[config.mk]
export PLATFORM = sky130hd
export DESIGN_NAME = ram_bank_ctrl
export DESIGN_NICKNAME = d
export VERILOG_FILES = /design/src/rtl/ram_bank_ctrl.sv
export SDC_FILE = /design/constraint.sdc
export NUM_CORES = 1
export LEC_CHECK = 0
export CAP_MARGIN = 20
export CORE_MARGIN = 2
export CORE_UTILIZATION = 50
export CTS_BUF_LIST = sky130_fd_sc_hd__clkbuf_8 sky130_fd_sc_hd__clkbuf_16
export CTS_CLUSTER_DIAMETER = 40
export CTS_CLUSTER_SIZE = 24
export DETAILED_ROUTE_END_ITERATION = 8
export PLACE_DENSITY = 0.79
export SETUP_SLACK_MARGIN = 0.2
export SLEW_MARGIN = 20
export SYNTH_ARGS = -nofsm -noshare
export SYNTH_HDL_FRONTEND = slang
export SYNTH_SLANG_ARGS = --single-unit
[constraint.sdc]
create_clock -name clk -period 4.8 [get_ports clk]
set_input_delay 1.44 -clock clk [delete_from_list [all_inputs] [get_ports clk]]
set_output_delay 1.44 -clock clk [all_outputs]
set_load 0.02 [all_outputs]
[src/rtl/ram_bank_ctrl.sv]
// Dual-read / single-write data-memory bank with a DEPTH-cycle zero-fill engine.
// Define RAM_BANK_RD_BYPASS_EN for write-first read/write collisions (read-first otherwise).
module ram_bank_ctrl #(
    parameter int DATA_W = 16,
    parameter int ADDR_W = 4
) (
    input  logic              clk,
    input  logic              rst_n,
    input  logic              rd_req,
    input  logic [ADDR_W-1:0] rd_addr_a,
    input  logic [ADDR_W-1:0] rd_addr_b,
    output logic [DATA_W-1:0] rd_data_a,
    output logic [DATA_W-1:0] rd_data_b,
    output logic              rd_valid,
    input  logic              wr_req,
    input  logic [ADDR_W-1:0] wr_addr,
    input  logic [DATA_W-1:0] wr_data,
    output logic              wr_done,
    input  logic              clr_req,
    output logic              busy,
    output logic              clr_done
);
    localparam int DEPTH = 1 << ADDR_W;

    typedef enum logic {IDLE, CLEAR} state_t;

    state_t            state, state_nxt;
    logic [ADDR_W-1:0] clr_cnt, clr_cnt_nxt;
    logic [DATA_W-1:0] mem [0:DEPTH-1];

    logic              rd_acc, wr_acc, clr_last;
    logic              ram_we;
    logic [ADDR_W-1:0] ram_waddr;
    logic [DATA_W-1:0] ram_wdata;

    // Word returned for a read accepted this cycle; mem still holds pre-edge contents.
    function automatic logic [DATA_W-1:0] rd_word(input logic [ADDR_W-1:0] ra);
`ifdef RAM_BANK_RD_BYPASS_EN
        if (wr_acc && (ra == wr_addr))
            return wr_data;
`endif
        return mem[ra];
    endfunction

    always_comb begin
        state_nxt   = state;
        clr_cnt_nxt = clr_cnt;
        rd_acc      = 1'b0;
        wr_acc      = 1'b0;
        clr_last    = 1'b0;
        case (state)
            IDLE: begin
                rd_acc = rd_req;
                wr_acc = wr_req & ~clr_req;
                if (clr_req) begin
                    state_nxt   = CLEAR;
                    clr_cnt_nxt = '0;
                end
            end
            CLEAR: begin
                clr_cnt_nxt = clr_cnt + {{(ADDR_W-1){1'b0}}, 1'b1};
                if (&clr_cnt) begin
                    clr_last  = 1'b1;
                    state_nxt = IDLE;
                end
            end
            default: state_nxt = IDLE;
        endcase
    end

    // A reset edge must not commit any write, so an aborted clear stops exactly where it was.
    assign ram_we    = rst_n & (wr_acc | (state == CLEAR));
    assign ram_waddr = (state == CLEAR) ? clr_cnt : wr_addr;
    assign ram_wdata = (state == CLEAR) ? '0 : wr_data;
    assign busy      = (state == CLEAR);

    always_ff @(posedge clk) begin
        if (ram_we)
            mem[ram_waddr] <= ram_wdata;
    end

    // Stage p0 -> p1: registered read data and completion pulses.
    always_ff @(posedge clk) begin
        if (!rst_n) begin
            state     <= IDLE;
            clr_cnt   <= '0;
            rd_data_a <= '0;
            rd_data_b <= '0;
            rd_valid  <= 1'b0;
            wr_done   <= 1'b0;
            clr_done  <= 1'b0;
        end else begin
            state    <= state_nxt;
            clr_cnt  <= clr_cnt_nxt;
            rd_valid <= rd_acc;
            wr_done  <= wr_acc;
            clr_done <= clr_last;
            if (rd_acc) begin
                rd_data_a <= rd_word(rd_addr_a);
                rd_data_b <= rd_word(rd_addr_b);
            end
        end
    end

endmodule
==> impl_metrics.json <==
{
  "status": "complete, no violations",
  "drv_cap": 0,
  "cp.depth": 6,
  "yosysTopAreaCellShare": 0.5682,
  "slowest_delay_ps": 500,
  "synthFlopType": "edfxtp_1",
  "yosys-top-cells-area": "edfxtp_1 (57%), mux4_2 (11%), dfxtp_1 (5.9%)",
  "firstDrtPassIters": 5,
  "remaining_drc_errors": 0,
  "ioPinCount": 69,
  "worst_ir_drop_vdd_mv": 0.3224,
  "worstPathCellList": "clkdlybuf4s50_1 > nor4b_1 > nor2_1 > or3_1 > nor2_2 > buf_4",
  "drive_above_1_share": 0.2692,
  "min_period_over_period": 0.7175,
  "final_core_util": 0.5916,
  "cp_data_required_time_ps": 5010,
  "final_cell_area_sq_um": 15810,
  "post_cts.repair.setup_buffers": 0,
  "seq_area_frac_synth": 0.6273,
  "synth_top_area_cell": "edfxtp_1",
  "coreArea_sq_um": 26730,
  "syn_area_sq_um": 13530,
  "crit_family": "simple AND/OR/NAND/NOR gates",
  "io_buffer_count": 68,
  "placed_area_sq_um": 14620,
  "final_nets": 882,
  "drt_iter0_markers": 949,
  "layout_common_cells": "edfxtp_1 (256), mux2i_1 (71), mux4_2 (64)",
  "ys_seq_elements": 296,
  "hold_path.class": "flop to flop",
  "synth_nets": 801,
  "post_cts_resized": 0,
  "tns_ps": 0,
  "slew_headroom": 0.2732,
  "grt_max_degree": 43,
  "path_clk_slew_ps": 60,
  "r2r_cells": 6,
  "die_area_sq_um": 28390,
  "cpMaxStageDelayCell": "clkdlybuf4s50_1",
  "async_flop_share": 0,
  "worstSetupPathType": "input port to flop",
  "p_leak_nw": 5.421,
  "drt-total-wl_um": 33780,
  "hold_viol": 0,
  "finClkSkew_ps": 8.077,
  "cp-endpoint": "mem[5][1]$_DFFE_PP_",
  "diodes": 0,
  "cp_num_buf_inv": 2,
  "cts_hold_buffers": 0,
  "ant_nets": 0,
  "r2r_slack_ps": 1900,
  "gp_congestion": 0.8834,
  "synthToLayoutAreaGrowth_pct": 16.86,
  "track_usage": 0.2413,
  "layout_commonest_cell": "edfxtp_1",
  "worstMarginPinSlew_ps": 1088,
  "syn_area_per_cell_sq_um": 17.64,
  "overflow": 0,
  "critical_path_arrival_ps": 3650,
  "cts.sinks": 296,
  "fin_crit_ps": 3444,
  "grt_pass1_wl_um": 50620,
  "synth_edf_count": 256,
  "ys_types": 42,
  "postSynthCellCount": 767,
  "end_kind": "flop",
  "setup_viol": 0,
  "wl_per_cell_um": 27.82,
  "root_buffer": "clkbuf_16",
  "r2r-end": "mem[5][1]$_DFFE_PP_",
  "vias_per_cell": 6.479,
  "synth_warnings": 0,
  "start_kind": "input port",
  "antenna_found_initial": 0,
  "reg2reg_from": "busy$_SDFF_PN0_",
  "crit_start": "wr_req",
  "die_y_um": 168.5,
  "final-max-slew-violation-count": 0,
  "grt_pass1_vias": 7895,
  "rows": 60,
  "fill_cells": 1915,
  "place_hpwl_um": 22180,
  "power_density_nw_per_um2": 379.9,
  "start_util": 0.5063,
  "via_count": 7866,
  "pre_cts_slack_ps": 825.1,
  "cp_max_fo": 9,
  "die_w_um": 168.5,
  "clk_latency_ps": 510,
  "setup_ws_ps": 1356,
  "cts-htree-levels": 2,
  "clock_path_buffers": 3,
  "tritoncts.num_buffers": 35,
  "cts_tree": "yes",
  "max_freq_mhz": 290.3,
  "rsz0062_at_grt": "false"
}
-- Yosys cell counts, types with 2 or more instances --
cell type / count
edfxtp_1: 256
nor4b_1: 2
buf_4: 6
a22oi_2: 13
nor2_1: 27
mux2_2: 30
nand2_1: 32
buf_6: 2
clkbuf_1: 31
a32oi_1: 2
clkbuf_4: 2
mux2i_1: 71
buf_2: 11
a21oi_1: 5
mux4_1: 30
buf_12: 3
nor2b_1: 21
nor3b_1: 3
mux4_2: 64
dfxtp_1: 40
buf_8: 3
inv_1: 5
and2_1: 4
a22oi_1: 49
a31oi_1: 4
o211ai_1: 31
nor3_1: 5
-- power by group --
group | total, mW | switching (mW) | internal (mW)
clock network | 2.62 | 1.09 | 1.53
logic | 0.508 | 0.286 | 0.222
registers | 2.88 | 0.0304 | 2.85
total | 6.01 | 1.40 | 4.60
-- cell families after synthesis --
kind of cell	Yosys count	synth area share
flip-flops	296	0.6273
multiplexers	195	0.2423
AO/OA/AOI/OAI	111	0.06556
AND/OR/NAND/NOR	99	0.03542
buffers and inverters	65	0.02848
adder cells (fa/ha/maj)	1	0.0009246
-- worst reg2reg max path: cells and delay by family (launching register included) --
kind                   cells  cell delay, ps
AND/OR/NAND/NOR            4            1520
buffers and inverters      2             620
flip-flops                 1             470
-- per-layer routing --
metal | GRT usage | routed length (um) | part of all wire | vias up
li1 | - | - | - | 3359
met1 | 0.3434 | 13600 | 0.40 | 4025
met2 | 0.3849 | 16120 | 0.48 | 426
met3 | 0.04676 | 3312 | 0.098 | 56
met4 | 0.06934 | 749 | 0.022 | 0
met5 | 0 | 0 | 0 | -
-- worst min path at each step --
stage,startpoint,endpoint,slack (ps),cells past startpoint
after global placement,rd_data_a[4]$_SDFFE_PN0P_,rd_data_a[4]$_SDFFE_PN0P_,480,1
after global routing,rd_data_a[4]$_SDFFE_PN0P_,rd_data_a[4]$_SDFFE_PN0P_,510,1
final,rd_data_a[5]$_SDFFE_PN0P_,rd_data_a[5]$_SDFFE_PN0P_,490,2
after CTS,rd_data_b[8]$_SDFFE_PN0P_,rd_data_b[8]$_SDFFE_PN0P_,490,2
after detailed placement,rd_data_b[8]$_SDFFE_PN0P_,rd_data_b[8]$_SDFFE_PN0P_,470,2
after floorplan,clr_cnt[2]$_SDFFE_PN0P_,clr_cnt[2]$_SDFFE_PN0P_,470,1
-- state kept, by name, indices dropped and copies added, names as in the netlist --
| signal | count |
|---|---|
| rd_data_a | 16 |
| clr_cnt | 4 |
| clr_done | 1 |
| mem | 256 |
| rd_valid | 1 |
| rd_data_b | 16 |
| busy | 1 |
| wr_done | 1 |
-- metrics by stage --
step | std cells | hold slack (ps) | power [mW]
2_1_floorplan | 767 | 466.9 | 3.247
3_3_place_gp | 1152 | 477.6 | 3.422
3_5_place_dp | 1152 | 474.5 | 3.432
4_1_cts | 1214 | 489.7 | 6.028
5_1_grt | 1214 | 510.1 | 6.175
6_report | 1214 | 494.7 | 6.007
-- cell type report --
| cell class | instances | area (sq um) | share of cell area |
|---|---|---|---|
| Clock buffer | 35 | 875.8 | 0.05539 |
| Sequential cell | 296 | 8488 | 0.5368 |
| Multi-Input combinational cell | 406 | 4741 | 0.2998 |
| Clock inverter | 27 | 284.0 | 0.01796 |
| Timing Repair Buffer | 103 | 973.4 | 0.06157 |
| Inverter | 6 | 22.52 | 0.001424 |
| Tap cell | 341 | 426.7 | 0.02698 |
Power figures use the tool's default switching activity.
